## src/rtl/lock_pkg.sv

```systemverilog
// lock_pkg: shared state encoding and default sizing for the gondola lock controller
package lock_pkg;
  typedef enum logic [2:0] {
    CLOSED,
    OUTER_OPEN,
    INNER_OPEN,
    RAISING,
    LOWERING
  } state_t;
  localparam int OUTER_LEVEL_DEF = 0;
  localparam int INNER_LEVEL_DEF = 8;
  localparam int STEP_CYCLES_DEF = 4;
  localparam int LEVEL_W_DEF = 14;
  localparam int CNT_W_DEF = 8;
endpackage

```

## src/rtl/lock_controller_if.sv

```systemverilog
// lock_controller_if: operator command inputs and lock status outputs
interface lock_controller_if #(
  parameter int LEVEL_W = lock_pkg::LEVEL_W_DEF,
  parameter int CNT_W = lock_pkg::CNT_W_DEF
);
  logic arrive;
  logic depart;
  logic outer_sw;
  logic inner_sw;
  logic raise_req;
  logic lower_req;
  logic [LEVEL_W-1:0] lock_level;
  logic outer_open;
  logic inner_open;
  logic occupied;
  logic [CNT_W-1:0] pass_count;
  logic err;
  modport master (
    output arrive, depart, outer_sw, inner_sw, raise_req, lower_req,
    input lock_level, outer_open, inner_open, occupied, pass_count, err
  );
  modport slave (
    input arrive, depart, outer_sw, inner_sw, raise_req, lower_req,
    output lock_level, outer_open, inner_open, occupied, pass_count, err
  );
endinterface

```

## src/rtl/lock_controller_edge_detect.sv

```systemverilog
// edge_detect: rising-edge pulse of a level input against its registered history
module edge_detect (
  input  logic clk,
  input  logic rst,
  input  logic d,
  output logic rise
);
  logic prev;
  // remember last cycle's level so the pulse lasts exactly one cycle
  always_ff @(posedge clk)
    if (!rst) prev <= 1'b0;
    else prev <= d;
  assign rise = d & ~prev;
endmodule

```

## src/rtl/lock_controller.sv

```systemverilog
// lock_controller: interlocked sequencing of the gondola lock ports, water level and passages
module lock_controller
  import lock_pkg::*;
#(
  parameter int OUTER_LEVEL = OUTER_LEVEL_DEF,
  parameter int INNER_LEVEL = INNER_LEVEL_DEF,
  parameter int STEP_CYCLES = STEP_CYCLES_DEF,
  parameter int LEVEL_W = LEVEL_W_DEF,
  parameter int CNT_W = CNT_W_DEF
) (
  input logic clk,
  input logic rst,
  lock_controller_if.slave bus
);
  localparam int STEP_W = $clog2(STEP_CYCLES + 1);
  localparam logic [LEVEL_W-1:0] OUTER = LEVEL_W'(OUTER_LEVEL);
  localparam logic [LEVEL_W-1:0] INNER = LEVEL_W'(INNER_LEVEL);
  localparam logic [STEP_W-1:0] LAST = STEP_W'(STEP_CYCLES - 1);
  state_t state, nxt;
  logic [LEVEL_W-1:0] level, level_nxt, up, dn;
  logic [STEP_W-1:0] cnt, cnt_nxt;
  logic [CNT_W-1:0] pc, pc_nxt;
  logic occ, occ_nxt, err, err_nxt, outer_open, inner_open;
  logic [5:0] raw, rise;
  logic ra, rd, ro, ri, rr, rl;
  logic at_outer, at_inner, step_done, going, arr_ok, dep_ok, port_err, is_open;
  assign raw = {bus.arrive, bus.depart, bus.outer_sw, bus.inner_sw, bus.raise_req, bus.lower_req};
  for (genvar i = 0; i < 6; i++) begin : g_edge
    edge_detect u_edge (.clk(clk), .rst(rst), .d(raw[i]), .rise(rise[i]));
  end
  assign {ra, rd, ro, ri, rr, rl} = rise;
  assign at_outer = level == OUTER;
  assign at_inner = level == INNER;
  assign step_done = cnt == LAST;
  assign up = level + LEVEL_W'(1);
  assign dn = level - LEVEL_W'(1);
  assign is_open = state == OUTER_OPEN || state == INNER_OPEN;
  // state and every reported output are registered; reset abandons any ramp
  always_ff @(posedge clk)
    if (!rst) begin
      state <= CLOSED;
      level <= OUTER;
      cnt <= '0;
      occ <= 1'b0;
      pc <= '0;
      err <= 1'b0;
      outer_open <= 1'b0;
      inner_open <= 1'b0;
    end else begin
      state <= nxt;
      level <= level_nxt;
      cnt <= cnt_nxt;
      occ <= occ_nxt;
      pc <= pc_nxt;
      err <= err_nxt;
      outer_open <= nxt == OUTER_OPEN;
      inner_open <= nxt == INNER_OPEN;
    end
  // port and ramp interlocks; a ramp stops at the basin level or when its key is released or contradicted
  always_comb begin
    nxt = state;
    case (state)
      CLOSED:
        if (bus.outer_sw && bus.inner_sw) nxt = CLOSED;
        else if (bus.outer_sw) nxt = at_outer ? OUTER_OPEN : CLOSED;
        else if (bus.inner_sw) nxt = at_inner ? INNER_OPEN : CLOSED;
        else if (bus.raise_req && bus.lower_req) nxt = CLOSED;
        else if (bus.raise_req && level < INNER) nxt = RAISING;
        else if (bus.lower_req && level > OUTER) nxt = LOWERING;
      OUTER_OPEN: nxt = bus.outer_sw ? OUTER_OPEN : CLOSED;
      INNER_OPEN: nxt = bus.inner_sw ? INNER_OPEN : CLOSED;
      RAISING: nxt = (!bus.raise_req || bus.lower_req || (step_done && up == INNER)) ? CLOSED : RAISING;
      LOWERING: nxt = (!bus.lower_req || bus.raise_req || (step_done && dn == OUTER)) ? CLOSED : LOWERING;
      default: nxt = CLOSED;
    endcase
  end
  // level stepping, occupancy, passage count and the OR of all rejections this cycle
  always_comb begin
    going = (state == RAISING && bus.raise_req && !bus.lower_req) || (state == LOWERING && bus.lower_req && !bus.raise_req);
    cnt_nxt = (going && !step_done) ? cnt + STEP_W'(1) : '0;
    level_nxt = (going && step_done) ? (state == RAISING ? up : dn) : level;
    arr_ok = state == OUTER_OPEN && !occ;
    dep_ok = state == INNER_OPEN && occ;
    occ_nxt = (ra && arr_ok) ? 1'b1 : (rd && dep_ok) ? 1'b0 : occ;
    pc_nxt = (rd && dep_ok) ? pc + CNT_W'(1) : pc;
    port_err = state == CLOSED ? ((bus.outer_sw && bus.inner_sw && (ro || ri)) || (ro && !bus.inner_sw && !at_outer) || (ri && !bus.outer_sw && !at_inner)) : (state == RAISING || state == LOWERING) && (ro || ri);
    err_nxt = port_err || (is_open && (rr || rl)) || (ra && !arr_ok) || (rd && !dep_ok);
  end
  assign bus.lock_level = level;
  assign bus.outer_open = outer_open;
  assign bus.inner_open = inner_open;
  assign bus.occupied = occ;
  assign bus.pass_count = pc;
  assign bus.err = err;
endmodule

```

## src/flat_wrapper.sv

```systemverilog
// flat-port wrapper written by rule: the top's interface ports become plain ports
module lock_controller_flat import lock_pkg::*;
#(
  parameter int OUTER_LEVEL = OUTER_LEVEL_DEF,
  parameter int INNER_LEVEL = INNER_LEVEL_DEF,
  parameter int STEP_CYCLES = STEP_CYCLES_DEF,
  parameter int LEVEL_W = LEVEL_W_DEF,
  parameter int CNT_W = CNT_W_DEF
)
  (clk, rst, bus_arrive, bus_depart, bus_outer_sw, bus_inner_sw, bus_raise_req, bus_lower_req, bus_lock_level, bus_outer_open, bus_inner_open, bus_occupied, bus_pass_count, bus_err);
  lock_controller_if #(.LEVEL_W(LEVEL_W), .CNT_W(CNT_W)) bus_i ();
  input logic clk;
  input logic rst;
  input wire logic [$bits(bus_i.arrive)-1:0] bus_arrive;
  input wire logic [$bits(bus_i.depart)-1:0] bus_depart;
  input wire logic [$bits(bus_i.outer_sw)-1:0] bus_outer_sw;
  input wire logic [$bits(bus_i.inner_sw)-1:0] bus_inner_sw;
  input wire logic [$bits(bus_i.raise_req)-1:0] bus_raise_req;
  input wire logic [$bits(bus_i.lower_req)-1:0] bus_lower_req;
  output wire logic [$bits(bus_i.lock_level)-1:0] bus_lock_level;
  output wire logic [$bits(bus_i.outer_open)-1:0] bus_outer_open;
  output wire logic [$bits(bus_i.inner_open)-1:0] bus_inner_open;
  output wire logic [$bits(bus_i.occupied)-1:0] bus_occupied;
  output wire logic [$bits(bus_i.pass_count)-1:0] bus_pass_count;
  output wire logic [$bits(bus_i.err)-1:0] bus_err;
  assign bus_i.arrive = bus_arrive;
  assign bus_i.depart = bus_depart;
  assign bus_i.outer_sw = bus_outer_sw;
  assign bus_i.inner_sw = bus_inner_sw;
  assign bus_i.raise_req = bus_raise_req;
  assign bus_i.lower_req = bus_lower_req;
  assign bus_lock_level = bus_i.lock_level;
  assign bus_outer_open = bus_i.outer_open;
  assign bus_inner_open = bus_i.inner_open;
  assign bus_occupied = bus_i.occupied;
  assign bus_pass_count = bus_i.pass_count;
  assign bus_err = bus_i.err;
  lock_controller #(.OUTER_LEVEL(OUTER_LEVEL), .INNER_LEVEL(INNER_LEVEL), .STEP_CYCLES(STEP_CYCLES), .LEVEL_W(LEVEL_W), .CNT_W(CNT_W)) u_core (.clk(clk), .rst(rst), .bus(bus_i));
endmodule
```

## config.mk

```make
export PLATFORM = sky130hd
export DESIGN_NAME = lock_controller_flat
export DESIGN_NICKNAME = d
export VERILOG_FILES = /design/src/rtl/lock_pkg.sv /design/src/rtl/lock_controller_if.sv /design/src/rtl/lock_controller_edge_detect.sv /design/src/rtl/lock_controller.sv /design/src/flat_wrapper.sv
export SDC_FILE = /design/constraint.sdc
export NUM_CORES = 1
export LEC_CHECK = 0
export ABC_AREA = 1
export CAP_MARGIN = 20
export CORE_MARGIN = 2
export CORE_UTILIZATION = 45
export DETAILED_ROUTE_END_ITERATION = 8
export HOLD_SLACK_MARGIN = 0.08
export PLACE_DENSITY = 0.67
export SETUP_SLACK_MARGIN = 0.02
export SLEW_MARGIN = 40
export SYNTH_ARGS = -nofsm -noshare
export SYNTH_HDL_FRONTEND = slang
export SYNTH_SLANG_ARGS = --single-unit
```

## constraint.sdc

```tcl
create_clock -name clk -period 3.4 [get_ports clk]
set_input_delay 0.68 -clock clk [delete_from_list [all_inputs] [get_ports clk]]
set_output_delay 0.68 -clock clk [all_outputs]
set_load 0.02 [all_outputs]
```

==> impl_metrics.ini, run 1 <==
[clock_tree]
cts_buffers = 5
cts_tree = yes
ctsHtreeMaxLevel = 2
post-cts-setup-buffers = 0
cts-root-buf = clkbuf_8
postCtsHoldBufs = 0
path_clk_slew_ns = 0.08
ctsResizeCount = 0
clk_latency_ns = 0.30
cts.sinks = 38
clockBufferDepth = 2

[drt]
first_iter_violations = 293
drcViolationCount = 0
num_vias = 2749
drt_pass1_iterations = 5
drtAntennaViolNets = 0
routed_wl_um = 6770
routed_via_density = 5.16
wl_per_cell_um = 12.7

[logic_synthesis]
synth_compound_area_frac = 0.116
synthArstFlopShare = 0
synth_mux_area_frac = 0
synth_top_family_by_area = simple AND/OR/NAND/NOR gates
synth_seq_area_share = 0.288
syn_inst = 429
synthDistinctLibCells = 31
yosys.area_share.simple = 0.429
synthAdderAreaFrac = 0.0379
synthDominantCellAreaShare = 0.288
synth_top_area_cell = dfxtp_1
synth.most_common_cell = nand2_1
yosys_warnings = 0
synth-seq-cells = 38
syn_area_um2 = 2640
synth_nets = 445
synth_top_cells_by_count = nand2_1 (121), nor2_1 (64), inv_1 (59)
ys.flop_type = dfxtp_1
synth_edf_count = 0
synth_area_per_cell_um2 = 6.15
yosys-top-cells-area = dfxtp_1 (29%), nand2_1 (17%), nor2_1 (9.1%)
yosys.area_share.xor_xnor = 0.0166

[global_routing]
grtUsageMet1 = 0.308
grt_most_used_layer = met2
grt_usage = 0.227
grt_first_pass_wirelength_um = 11400
grt_pass1_vias = 2434
use_met3 = 0.0371
grt_overflow = 0
grt_max_degree = 23
antenna_found_initial = 0
met2_usage = 0.362

[place]
dpl.hpwl_um = 5090
io_buffer_count = 33
routabilityCongestion = 0.916

[worst_setup_path]
reg2reg_depth = 7
cp-start-kind = input pin
crit_required_ns = 3.60
worstPathArrival_ns = 2.56
cp_num_buf_inv = 3
crit_path_end_kind = flop
critPathMaxFanout = 21
slowest_delay_ns = 0.55
worstSetupPathType = in -> reg
worstSetupPathDepth = 8
cp_cell_sequence = clkdlybuf4s50_1, inv_1, nor3_2, nor2_1, nor2_4, inv_2, nor3_1, nor2_1
cpMostUsedCell = nor2_1
slowest_stage = clkdlybuf4s50_1
crit_family = simple AND/OR/NAND/NOR gates

[worst_hold_path]
worstHoldPathCells = 1
hold_path.class = reg -> reg

[cells_and_area]
layout-drive-gt1-share = 0.0564
final_util = 0.563
syn2layout_area_growth_pct = 18.9
antenna_cells = 0
final_nets = 476

[power]
power.density_nw_per_um2 = 318
leakage_nw = 1.47
power.switching_w = 0.000221
power_frac_comb = 0.075
pwr-share-seq = 0.461
ir_worst_vdd_v = 0.000237
clockPowerShare = 0.465
switching_share = 0.221
internal-power_w = 0.000777

[sta]
finalCriticalPeriod_ns = 2.36
setup_viol = 0
timing.fmax_mhz = 424
fin_crit_sh = 0.694
finalMaxSlewViolations = 0
skew_ns = 0.0123
rsz0062_at_grt = false
tns_ns = 0
max_slew_margin = 0.635
whs_ns = 0.434
finalHoldViolCount = 0
worst_pin_slew_ns = 0.547

[floorplanning]
die_y_um = 80.6
rows = 27
die_area_um2 = 6500
num_io_pins = 34
start_util = 0.474
die_w_um = 80.6
core_area_um2 = 5570

[status]
status = complete, no violations

[job]
cap_violations = 0
==> metal layers <==
metal  part of all wire  vias to the layer above
met5                  0                        -
met1               0.47                     1209
li1                   -                     1435
met2               0.45                       92
met3              0.068                       13
met4              0.018                        0
==> state kept, by name, indices dropped and copies added (netlist names) <==
signal,count
u_core.bus.lock_level,14
u_core.bus.pass_count,8
u_core.g_edge.u_edge.prev,6
u_core.cnt,3
u_core.state,3
u_core.bus.err,1
u_core.bus.inner_open,1
u_core.bus.occupied,1
u_core.bus.outer_open,1
==> final timing paths <==
check,from,end,slack (ns)
max,bus_raise_req,u_core.bus.lock_level[11]$_SDFFE_PN0P_,1.04
min,u_core.cnt[0]$_SDFF_PN0_,u_core.cnt[0]$_SDFF_PN0_,0.43
max reg2reg,u_core.state[0]$_SDFF_PN0_,u_core.bus.lock_level[11]$_SDFFE_PN0P_,1.29
min reg2reg,u_core.cnt[0]$_SDFF_PN0_,u_core.cnt[0]$_SDFF_PN0_,0.43
==> through the flow <==
step	setup slack (ns)	power, W	instance area, µm²	std cells
finish	1.04	0.000997	3140	533
global route	0.863	0.00104	3140	533
CTS	1.05	0.00101	3140	533
detailed placement	0.732	0.000544	3000	525
global placement	0.856	0.000543	3000	525
floorplan	1.64	0.000513	2640	429
==> placed cells by master (no fill, tap or decap), types with 2 or more instances in the layout <==
cell             instances
nor2_2                   3
clkbuf_8                 5
a31oi_1                  3
inv_2                    2
xor2_1                   5
nor3_1                   6
nand2_2                  3
a21oi_1                 19
o21ai_0                 15
o211ai_1                10
nor2_4                   5
o22ai_1                  2
clkdlybuf4s50_1         33
inv_1                   59
nand4_1                  7
bufinv_16                2
o21ai_1                  3
ha_1                     8
nand2_1                121
nand3_1                 37
nor2_1                  64
dfxtp_1                 38
==> power groups by stage <==
stage / clock network (W) / logic (W) / registers [W]
2_1_floorplan: 0 / 0.0000405 / 0.000473
3_3_place_gp: 0 / 0.0000732 / 0.000470
3_5_place_dp: 0 / 0.0000744 / 0.000469
4_1_cts: 0.000474 / 0.0000744 / 0.000459
5_1_grt: 0.000495 / 0.0000847 / 0.000460
6_report: 0.000464 / 0.0000744 / 0.000459
==> logic make-up after synthesis <==
kind of cell             count (synthesis)
AO/OA/AOI/OAI                           54
XOR/XNOR                                 5
flip-flops                              38
adder cells (fa/ha/maj)                  8
buffers and inverters                   71
AND/OR/NAND/NOR                        253
==> area by class of cell <==
type / count / area [µm²]
Clock buffer: 5 / 68.8
Clock inverter: 3 / 68.8
Fill cell: 596 / 2440
Inverter: 61 / 229
Multi-Input combinational cell: 320 / 1580
Sequential cell: 38 / 761
Tap cell: 72 / 90.1
Timing Repair Buffer: 34 / 338
(Power assumes the default switching activity.)
==> run 2, diff against run 1 <==
--- a/config.mk
+++ b/config.mk
@@ -11,7 +11,7 @@
 export CORE_UTILIZATION = 45
 export DETAILED_ROUTE_END_ITERATION = 8
 export HOLD_SLACK_MARGIN = 0.08
-export PLACE_DENSITY = 0.67
+export PLACE_DENSITY = 0.7
 export SETUP_SLACK_MARGIN = 0.02
 export SLEW_MARGIN = 40
 export SYNTH_ARGS = -nofsm -noshare
==> constraint.sdc (replaced) <==
create_clock -name clk -period 2 [get_ports clk]
set_input_delay 0.4 -clock clk [delete_from_list [all_inputs] [get_ports clk]]
set_output_delay 0.4 -clock clk [all_outputs]
set_load 0.02 [all_outputs]
==> run 2 against run 1 <==
  * Total power is 48% higher
  * Routed wire length grew 2.5%
  * Core utilization increased by 1.6 points
  * Cell count is 2.8% higher
  * Clock skew shrank 0.0027 ns
  * Flip-flop and latch count unchanged
  * Setup slack worse by 0.93 ns
  * Register-to-register slack worse by 1.1 ns
  * Non-clock buffer count increased by 15
  * First-iteration DRC count decreased by 45%
  * Hold slack worse by 0.0046 ns
  * Largest cell class unchanged
  * Largest power group is now sequential cells
==> impl_metrics.ini, run 2 (same netlist as run 1, synthesis figures left out) <==
[status]
status = complete, no violations

[job]
cap_violations = 0

[worst_setup_path]
startpoint = u_core.bus.lock_level[7]$_SDFFE_PN0P_
worstSetupPathDepth = 1
critPathMaxFanout = 9
regToRegEndpoint = u_core.bus.outer_open$_SDFF_PN0_
slowest_delay_ns = 0.67
worstReg2RegStart = u_core.bus.lock_level[0]$_SDFFE_PN0P_
reg2reg_depth = 13
crit_path_end_kind = output pin
cp_cell_sequence = clkdlybuf4s50_1
crit_required_ns = 1.60
worstPathArrival_ns = 1.49
crit_family = buffers and inverters
cp-start-kind = flop
cp_num_buf_inv = 1
worst-r2r-setup-slack_ns = 0.15
crit_end = bus_lock_level[7]
worstSetupPathType = reg -> out
slowest_stage = clkdlybuf4s50_1

[floorplanning]
die_area_um2 = 6500
die_w_um = 80.6
rows = 27
core_area_um2 = 5570
start_util = 0.474
num_io_pins = 34
die_y_um = 80.6

[place]
post_dp_cell_area_um2 = 3110
dp_slack_ns = -0.0299
routabilityCongestion = 0.956
dpl.hpwl_um = 5310
io_buffer_count = 33

[clock_tree]
path_clk_slew_ns = 0.08
cts-root-buf = clkbuf_8
clk_latency_ns = 0.30
clockBufferDepth = 2
cts_tree = yes
cts_buffers = 5
postCtsHoldBufs = 0
cts.sinks = 38
ctsHtreeMaxLevel = 2

[global_routing]
grt_overflow = 0
grt_max_degree = 16
antenna_found_initial = 0
grt_pass1_vias = 2493
grt_usage = 0.227
grt_first_pass_wirelength_um = 11400

[cells_and_area]
final_cell_mix = nand2_1 (120), nor2_1 (61), inv_1 (59)
fill_cells = 562
final_util = 0.579
largest_reg_flops = 14
layout-drive-gt1-share = 0.107
antenna_cells = 0
syn2layout_area_growth_pct = 22.2
design_area_um2 = 3230
final_common_cell = nand2_1
final_nets = 491

[power]
power.switching_w = 0.000372
ir_worst_vdd_v = 0.000373
clockPowerShare = 0.383
pwr-share-seq = 0.528
leakage_nw = 1.53
internal-power_w = 0.00110
switching_share = 0.252
power.density_nw_per_um2 = 457
power_frac_comb = 0.089

[drt]
first_iter_violations = 160
wl_per_cell_um = 12.7
drcViolationCount = 0
routed_via_density = 5.17
drtAntennaViolNets = 0
drt_pass1_iterations = 5
routed_wl_um = 6930
num_vias = 2832

[sta]
fin_crit_sh = 0.947
rsz0062_at_grt = true
finalMaxSlewViolations = 0
finalCriticalPeriod_ns = 1.89
skew_ns = 0.00963
max_slew_margin = 0.709
timing.fmax_mhz = 528
layout_setup_ws_ns = 0.107
worst_pin_slew_ns = 0.435
whs_ns = 0.429
finalHoldViolCount = 0
setup_viol = 0
tns_ns = 0

[worst_hold_path]
hold_path.class = reg -> reg
[run 2: cell types whose count changed in the layout (fill, tap and decap cells not counted), moves of 2 or more]
cell	previous run	this run
dfxtp_2	0	5
nor2_2	3	6
buf_4	1	16
dfxtp_1	38	32
nor2_1	64	61
bufinv_16	2	0
[run 2: per-layer routing]
metal,wire (µm),global-route usage
met4,80,0.0847
met3,337,0.0404
met2,3290,0.376
met1,3230,0.293
met5,0,0
[run 2: power by group through the flow]
stage          registers, W   logic, W  clock network (W)
3_5_place_dp       0.000798   0.000131                  0
3_3_place_gp       0.000798   0.000130                  0
2_1_floorplan      0.000804  0.0000689                  0
4_1_cts            0.000780   0.000132           0.000580
6_report           0.000779   0.000132           0.000564
5_1_grt            0.000780   0.000147           0.000610
[run 2: area by class of cell]
cell class,count,area (µm²),area share
clock inverter,1,5.00,0.00155
timing repair buffer,49,450,0.140
clock buffer,7,86.3,0.0268
multi-input combinational,320,1600,0.494
tap,72,90.1,0.0279
sequential,38,771,0.239
inverter,61,229,0.0710
[run 2: worst min path at each step]
stage                                   startpoint                  endpoint  cells past startpoint
after floorplan           u_core.cnt[0]$_SDFF_PN0_  u_core.cnt[0]$_SDFF_PN0_                      1
after global placement    u_core.cnt[0]$_SDFF_PN0_  u_core.cnt[0]$_SDFF_PN0_                      1
after detailed placement  u_core.cnt[0]$_SDFF_PN0_  u_core.cnt[0]$_SDFF_PN0_                      1
after CTS                 u_core.cnt[0]$_SDFF_PN0_  u_core.cnt[0]$_SDFF_PN0_                      1
after global routing      u_core.cnt[0]$_SDFF_PN0_  u_core.cnt[0]$_SDFF_PN0_                      1
final                     u_core.cnt[0]$_SDFF_PN0_  u_core.cnt[0]$_SDFF_PN0_                      1
[run 2: repair_timing]
action,in CTS,in global routing
endpoints found under the setup margin,0,7
buffers inserted,0,0
resized for setup,0,13
[run 2: stage by stage]
| step | total power (W) | cells |
|---|---|---|
| after global placement | 0.000928 | 540 |
| after CTS | 0.00149 | 548 |
| after global routing | 0.00154 | 548 |
| after detailed placement | 0.000930 | 540 |
| final | 0.00148 | 548 |
| after floorplan | 0.000873 | 429 |
==> run 3, diff against run 2 <==
--- a/config.mk
+++ b/config.mk
@@ -11,7 +11,7 @@
 export CORE_UTILIZATION = 45
 export DETAILED_ROUTE_END_ITERATION = 8
 export HOLD_SLACK_MARGIN = 0.08
-export PLACE_DENSITY = 0.7
+export PLACE_DENSITY = 0.67
 export SETUP_SLACK_MARGIN = 0.02
 export SLEW_MARGIN = 40
 export SYNTH_ARGS = -nofsm -noshare
==> constraint.sdc (replaced) <==
create_clock -name clk -period 2.1 [get_ports clk]
set_input_delay 0.42 -clock clk [delete_from_list [all_inputs] [get_ports clk]]
set_output_delay 0.42 -clock clk [all_outputs]
set_load 0.02 [all_outputs]
==> run 3 against run 2 <==
  * Clock skew is essentially flat
  * Routed wire length shrank 0.13%
  * Register-to-register slack gained 0.06 ns
  * Setup slack gained 0.048 ns
  * Die area is the same
  * Final area shrank 1.7%
  * Via count shrank 1.7%
  * Critical path depth is the same
  * Non-clock buffer count shrank 5
  * Clock power shrank 4.6%
  * Sequential share of layout area grew 0.23 points
  * Largest cell class unchanged
  * Largest power group unchanged
==> impl_metrics.ini, run 3 (same netlist as run 1, synthesis figures left out) <==
[power]
power.density_nw_per_um2 = 443
leakage_nw = 1.50
ir_worst_vdd_v = 0.000341

[clock_tree]
cts_buffers = 5
clockBufferDepth = 2
cts_tree = yes
path_clk_slew_ns = 0.08
cts-root-buf = clkbuf_8
ctsHtreeMaxLevel = 2
clk_latency_ns = 0.30
cts.sinks = 38

[job]
cap_violations = 0

[floorplanning]
core_area_um2 = 5570
start_util = 0.474
die_y_um = 80.6
die_area_um2 = 6500
num_io_pins = 34
die_w_um = 80.6
rows = 27

[sta]
timing.fmax_mhz = 514
whs_ns = 0.435
finalHoldViolCount = 0
finalCriticalPeriod_ns = 1.95
finalMaxSlewViolations = 0
skew_ns = 0.00915
setup_viol = 0
worst_pin_slew_ns = 0.458
fin_crit_sh = 0.926
tns_ns = 0
rsz0062_at_grt = false
max_slew_margin = 0.694

[cells_and_area]
largest_reg_flops = 14
layout-drive-gt1-share = 0.0807
final_common_cell = nand2_1
fill_cells = 598
syn2layout_area_growth_pct = 20.1
final_nets = 486
final_cell_mix = nand2_1 (121), nor2_1 (64), inv_1 (59)
antenna_cells = 0

[worst_setup_path]
cp-start-kind = flop
crit_family = buffers and inverters
cp_cell_sequence = clkdlybuf4s50_1
worstSetupPathType = reg -> out
startpoint = u_core.bus.lock_level[4]$_SDFFE_PN0P_
critPathMaxFanout = 10
slowest_delay_ns = 0.68
slowest_stage = clkdlybuf4s50_1
cp_num_buf_inv = 1
worstReg2RegStart = u_core.bus.lock_level[1]$_SDFFE_PN0P_
crit_required_ns = 1.68
crit_path_end_kind = output pin
worstPathArrival_ns = 1.53

[drt]
routed_wl_um = 6930
drt_pass1_iterations = 4
routed_via_density = 5.13
wl_per_cell_um = 12.8
drtAntennaViolNets = 0
drcViolationCount = 0
first_iter_violations = 114
num_vias = 2783

[global_routing]
antenna_found_initial = 0
grt_pass1_vias = 2684
grt_usage = 0.236
grt_max_degree = 23
grt_overflow = 0
grt_first_pass_wirelength_um = 12000

[status]
status = complete, no violations

[worst_hold_path]
hold_path.class = reg -> reg
hold_start = u_core.cnt[0]$_SDFF_PN0_

[place]
io_buffer_count = 33
dpl.hpwl_um = 5290
routabilityCongestion = 0.885
[run 3: cell types whose count changed in the layout (fill, tap and decap cells not counted)]
cell,before,now
dfxtp_2,5,3
ha_1,7,8
nor2_2,6,3
buf_4,16,11
dfxtp_4,1,0
o21ai_0,14,15
dfxtp_1,32,35
nor2_1,61,64
nand2_1,120,121
nand2_2,4,3
ha_2,1,0
o21ai_1,4,3
[run 3: path summary, 6_finish.rpt]
kind | end | slack (ns) | depth (start not counted)
max | bus_lock_level[4] | 0.15 | 1
min | u_core.cnt[0]$_SDFF_PN0_ | 0.43 | 1
max reg2reg | u_core.state[2]$_SDFF_PN0_ | 0.21 | 13
min reg2reg | u_core.cnt[0]$_SDFF_PN0_ | 0.43 | 1
[run 3: timing repair]
action	4_1_cts	5_1_grt
setup endpoints to repair	0	5
gates resized for setup	0	3
hold buffers	0	0
buffers inserted	0	0
hold endpoints to repair	0	0
[run 3: routing by layer]
metal	GRT usage	routed length, µm
met5	0	0
met4	0.0915	162
met3	0.0404	319
met2	0.400	3280
met1	0.296	3170
[run 3: area by class of cell]
class / count / area (µm²) / share of cell area
sequential: 38 / 764 / 0.241
clock buffer: 7 / 86.3 / 0.0272
inverter: 61 / 229 / 0.0722
multi-input combinational: 320 / 1580 / 0.499
clock inverter: 1 / 5.00 / 0.00158
timing repair buffer: 44 / 413 / 0.130
tap: 72 / 90.1 / 0.0284
[run 3: report_power, final]
group	leakage [nW]	total (W)	internal, W	switching (W)
registers	0.310	0.000743	0.000734	0.00000940
logic	1.15	0.000124	0.0000511	0.0000730
clock network	0.0482	0.000538	0.000265	0.000272
[run 3: stage by stage]
step                utilization  cells  setup WS, ns  instance area [µm²]  power, W
floorplan                     -    429         0.343                 2640  0.000831
global placement          0.552    535        0.0829                 3080  0.000883
detailed placement        0.552    535        0.0438                 3080  0.000885
CTS                       0.568    543         0.157                 3170   0.00142
global route              0.569    543        0.0229                 3170   0.00148
finish                    0.569    543         0.154                 3170   0.00141
==> RTL edit 1 (flow settings as in run 3) <==
The 5 states of `state_t` get a one-hot encoding in 5 bits.
--- a/src/rtl/lock_pkg.sv
+++ b/src/rtl/lock_pkg.sv
@@ -1,11 +1,11 @@
 // lock_pkg: shared state encoding and default sizing for the gondola lock controller
 package lock_pkg;
-  typedef enum logic [2:0] {
-    CLOSED,
-    OUTER_OPEN,
-    INNER_OPEN,
-    RAISING,
-    LOWERING
+  typedef enum logic [4:0] {
+    CLOSED     = 5'b00001,
+    OUTER_OPEN = 5'b00010,
+    INNER_OPEN = 5'b00100,
+    RAISING    = 5'b01000,
+    LOWERING   = 5'b10000
   } state_t;
   localparam int OUTER_LEVEL_DEF = 0;
   localparam int INNER_LEVEL_DEF = 8;
Formal check against the unedited RTL: same outputs for any inputs over 10 cycles, from zero or initial values and one cycle with rst low; not proved beyond that.
==> RTL edit 1 against run 3 <==
  * Sequential share of layout area up 0.18 points
  * Critical path depth unchanged
  * Power up 14%
  * Area after synthesis up 5.7%
  * Worst setup slack worse by 0.0095 ns
  * Global-route usage down 0.64 points
  * Worst hold slack worse by 0.0011 ns
  * First-iteration DRC count up 75%
  * Die area up 5.4%
  * Final area up 4.5%
  * Routed wire length up 1.2%
  * Sequential cell count up 2
  * Critical path type unchanged
  * Highest routed layer unchanged
==> RTL edit 1: results (changes against run 3) <==
GRT
  • First-pass GRT wire length: 12060 um (+0.52%)
  • Vias in the first global route: 2550 (-5.0%)
  • Met3 usage: 0.03370 (-0.006754)
  • GRT Resource Usage Total: 0.2294 (-0.006383)
  • Met2 Usage GRT: 0.3726 (-0.02742)

Finish
  • Area taken by multi-input logic gates: 1693 um^2 (+7.0%)
  • Non-clock buffer contribution to total cell area: 0.1156 (-0.01463)
  • Non-CTS buffers: 40 (-9.1%)
  • Count of multi-input gates: 326 (+1.9%)
  • Count of non-filler cells in the finished layout: 546 (+0.55%)
  • Area occupied by registers: 804.5 um^2 (+5.2%)

Logic synthesis
  • Leading cell types by total area after synthesis: sky130_fd_sc_hd__dfxtp_1 (29%), sky130_fd_sc_hd__nand2_1 (16%), sky130_fd_sc_hd__nor2_1 (6.6%), sky130_fd_sc_hd__inv_1 (6.5%), sky130_fd_sc_hd__nand3_1 (5.0%)
  • Most frequent cells after synthesis: sky130_fd_sc_hd__nand2_1 (121), sky130_fd_sc_hd__nor2_1 (49), sky130_fd_sc_hd__inv_1 (48)
  • Part of the Yosys area used for sequential elements: 0.2869 (-0.001285)
  • Complex-gate fraction of the synthesized area: 0.1407 (+0.02463)
  • Xor-xnor portion of the synthesized cell area: 0.01255 (-0.004037)
  • Post-synthesis cell count: 438 (+2.1%)

Place
  • Placed wire-length estimate: 5190 um (-1.9%)
  • Cell total after placement: 538 (+0.56%)
  • GP Congestion: 0.8639 (-2.3%)
  • Worst setup slack after placement: 0.07378 ns (+0.02994 ns)

Status
  • Result of the run: complete, no violations

Timing
  • Worst clock skew: 0.005183 ns (-0.003962 ns)
  • Transition time at the pin with the least slew margin: 0.3732 ns (-0.08527 ns)
  • Min setup slack post-route: 0.1450 ns (-0.009458 ns)

Routing
  • Initial detailed-routing violation count: 200 (+75%)
  • Wl on met1: 3421 um (+8.0%)
  • Total number of vias: 2859 (+2.7%)
  • Average wire length per cell after detail routing: 12.83 um (+0.63%)
  • TritonRoute pass-1 iters: 5 (+1)
  • Met2 Routed Length: 3167 um (-3.3%)

Pwr
  • Share of total power in the clock network: 0.424 (+0.041)
  • Leakage power figure: 1.511 nW (+0.49%)
  • Net switching share of the total power: 0.2385 (-0.01407)
  • Max rail drop VDD: 0.3756 mV (+10%)

Worst setup path
  • Worst reg2reg path endpoint: u_core.state[4]$_SDFF_PN0_
  • Critical Path Source: u_core.bus.lock_level[3]$_SDFFE_PN0P_
  • Worst reg-to-reg setup slack: 0.28 ns (+0.07 ns)
  • Highest fanout seen on the critical path: 9 (-1)

Floorplanning
  • Starting Density: 0.4687 (-0.004928)
## RTL edit 1: changes by cell type in the layout (fill, tap and decap cells not counted), moves of 7 or more
cell                       before  now
sky130_fd_sc_hd__a21oi_1       19   27
sky130_fd_sc_hd__inv_1         59   48
sky130_fd_sc_hd__nand3_1       37   28
sky130_fd_sc_hd__nand4_1        7   16
sky130_fd_sc_hd__nor2_1        64   49
sky130_fd_sc_hd__nor2_2         3   10
sky130_fd_sc_hd__o211ai_1      10    2
## RTL edit 1: stage by stage
stage / cell area, um^2 / hold slack, ns / utilization / power (mW)
floorplan: 2791 / 0.3990 / - / 0.8902
global route: 3312 / 0.4599 / 0.5561 / 1.667
global placement: 3187 / 0.4139 / 0.5351 / 0.9383
finish: 3312 / 0.4337 / 0.5561 / 1.601
detailed placement: 3187 / 0.4218 / 0.5351 / 0.9386
CTS: 3308 / 0.4335 / 0.5555 / 1.613
## RTL edit 1: timing repair
action | CTS | global route
hold buffers | 0 | 0
gates resized for setup | 0 | 3
setup endpoints to repair | 0 | 4
==> RTL edit 2 (settings of run 3) <==
Without the edit above. Change the package constant `STEP_CYCLES_DEF` from 4 to 8.
--- a/src/rtl/lock_pkg.sv
+++ b/src/rtl/lock_pkg.sv
@@ -9,7 +9,7 @@
   } state_t;
   localparam int OUTER_LEVEL_DEF = 0;
   localparam int INNER_LEVEL_DEF = 8;
-  localparam int STEP_CYCLES_DEF = 4;
+  localparam int STEP_CYCLES_DEF = 8;
   localparam int LEVEL_W_DEF = 14;
   localparam int CNT_W_DEF = 8;
 endpackage
Formal check against the unedited RTL: not equivalent (Yosys sat finds a counterexample within 10 cycles, from zero or initial values and one cycle with rst low).
==> RTL edit 2 against run 3 <==
  * Routed wire length fell by 1.1%
  * Worst setup slack worse by 0.065 ns
  * Fmax fell by 3.3%
  * Sequential cell count is 1 higher
  * Power up 11%
  * Critical endpoint is now bus_lock_level[2]
  * Final area is 3.6% higher
  * Critical path depth grew 1
  * Largest cell class unchanged
  * Worst hold slack better by 0.020 ns
  * Largest power group unchanged
  * Area after synthesis grew 3.3%
  * Combinational power grew 15%
==> RTL edit 2: results (changes against run 3) <==
Logic synthesis
  • Part of the Yosys area used for sequential elements: 0.2862 (-0.001913)
  • Leading cell types by total area after synthesis: sky130_fd_sc_hd__dfxtp_1 (29%), sky130_fd_sc_hd__nand2_1 (16%), sky130_fd_sc_hd__inv_1 (7.6%), sky130_fd_sc_hd__nor2_1 (7.0%), sky130_fd_sc_hd__nand3_1 (6.8%)
  • Most frequent cells after synthesis: sky130_fd_sc_hd__nand2_1 (119), sky130_fd_sc_hd__inv_1 (55), sky130_fd_sc_hd__nor2_1 (51)
  • Post-synthesis cell count: 437 (+1.9%)
  • Number of nets in the synthesized netlist: 452 (+1.6%)
  • Distinct cell type count of the synthesized netlist: 36 (+16%)

Place
  • Area of placed instances: 3166 um^2 (+2.9%)
  • Cell total after placement: 547 (+2.2%)
  • GP Congestion: 0.8965 (+1.4%)
  • Placed wire-length estimate: 5278 um (-0.28%)

Finish
  • Count of multi-input gates: 323 (+0.94%)
  • Fin nets: 494 (+1.6%)
  • Proportion of layout cells with a drive suffix above 1: 0.1333 (+0.05265)
  • Layout Cell Area excl Fill: 3286 um^2 (+3.6%)
  • Non-clock buffer contribution to total cell area: 0.1348 (+0.004577)
  • Non-CTS buffers: 48 (+9.1%)
  • Area occupied by registers: 780.7 um^2 (+2.1%)
  • Multi-input combinational area share: 0.4924 (-0.006828)
  • Inverters excl. clock: 62 (+1.6%)
  • Proportion of cell area spent on the clock network: 0.03580 (+0.006988)
  • Fillcell total: 609 (+1.8%)

Timing
  • Worst clock skew: 0.008012 ns (-0.001133 ns)
  • Worst slew margin relative to its limit: 0.6190 (-0.07498)
  • Hold Worst Slack: 0.4547 ns (+0.01990 ns)

Routing
  • Initial detailed-routing violation count: 178 (+56%)
  • Routed wire length: 6847 um (-1.1%)
  • Total number of vias: 2870 (+3.1%)
  • TritonRoute pass-1 iters: 5 (+1)
  • Average wire length per cell after detail routing: 12.34 um (-3.3%)

Pwr
  • Max rail drop VDD: 0.4674 mV (+37%)
  • Leakage power figure: 1.564 nW (+4.0%)

Worst setup path
  • Highest fanout seen on the critical path: 6 (-4)
  • Worst reg2reg path endpoint: u_core.bus.outer_open$_SDFF_PN0_
  • R2R cell count: 11 (-2)
  • Longest individual stage delay on the worst path: 0.62 ns (-0.06 ns)

GRT
  • First-pass GRT wire length: 11580 um (-3.5%)
  • Pin count of the biggest net entering global routing: 22 (-4.3%)

Clocking
  • Insertion delay of the later-clocked pin in the worst-skew pair: 0.29 ns

Status
  • Result of the run: complete, no violations
-- RTL edit 2: cell count changes after synthesis, sizes merged, moves of 2 or more --
| cell | run 3 | this run |
|---|---|---|
| o21ai | 18 | 21 |
| nand2 | 124 | 128 |
| buf | 5 | 10 |
| a211oi | 0 | 2 |
| clkbuf | 5 | 3 |
| nand4 | 8 | 11 |
| o211ai | 10 | 4 |
| xnor2 | 0 | 2 |
| nor2 | 72 | 65 |
-- RTL edit 2: how the worst max path moves through the flow --
stage                                                startpoint                                     end  slack [ns]  depth (start not counted)
final                     u_core.bus.lock_level[2]$_SDFFE_PN0P_                       bus_lock_level[2]        0.09                          2
after CTS                 u_core.bus.lock_level[2]$_SDFFE_PN0P_                       bus_lock_level[2]        0.09                          2
after floorplan           u_core.bus.lock_level[0]$_SDFFE_PN0P_              u_core.state[2]$_SDFF_PN0_        0.33                         12
after global placement                            bus_lower_req  u_core.bus.lock_level[11]$_SDFFE_PN0P_        0.03                          9
after global routing      u_core.bus.lock_level[1]$_SDFFE_PN0P_        u_core.bus.outer_open$_SDFF_PN0_        0.03                         11
after detailed placement                          bus_lower_req   u_core.bus.lock_level[9]$_SDFFE_PN0P_       -0.05                          9
-- RTL edit 2: timing repair --
action                                  in CTS  in global routing
setup buffers                                0                  0
gates resized for setup                      0                  2
hold endpoints to repair                     0                  0
endpoints found under the setup margin       0                  3
-- RTL edit 2: kinds of logic (layout without fill, tap and decap cells) --
| group | Yosys count | in the layout | share of synthesized area |
|---|---|---|---|
| adders and majority gates | 7 | 7 | 0.03211 |
| buffers and inverters | 75 | 118 | 0.1216 |
| and+or+nand+nor | 256 | 256 | 0.4271 |
| DFF | 39 | 39 | 0.2862 |
| AOI/OAI and AO/OA | 54 | 54 | 0.1138 |
| xor gates and xnor gates | 6 | 6 | 0.01927 |
-- RTL edit 2: power by group --
group	leakage (nW)	internal [mW]	switching, mW	total [mW]
clock network	0.0612	0.385	0.273	0.658
registers	0.317	0.755	0.00791	0.763
logic	1.19	0.0581	0.0837	0.142
total	1.56	1.20	0.365	1.56
-- RTL edit 2: per-layer routing --
layer | vias up | wire length, um | global-route usage
met5 | - | 0 | 0
met4 | 0 | 68 | 0.06167
met3 | 8 | 337 | 0.03516
met2 | 96 | 3121 | 0.3561
met1 | 1284 | 3320 | 0.3024
li1 | 1482 | - | -
-- RTL edit 2: metrics by stage --
step	setup TNS, ns	total power, mW	worst slack, ns
CTS	0	1.580	0.09179
global route	0	1.626	0.02859
floorplan	0	0.8655	0.3284
finish	0	1.563	0.08908
global placement	0	0.9200	0.03110
detailed placement	-0.1223	0.9218	-0.04677
-- RTL edit 2: worst max-delay path: cells and delay by family, from the launching register on --
kind / cells / cell delay (ns)
buf+inv: 2 / 0.83
flops: 1 / 0.48
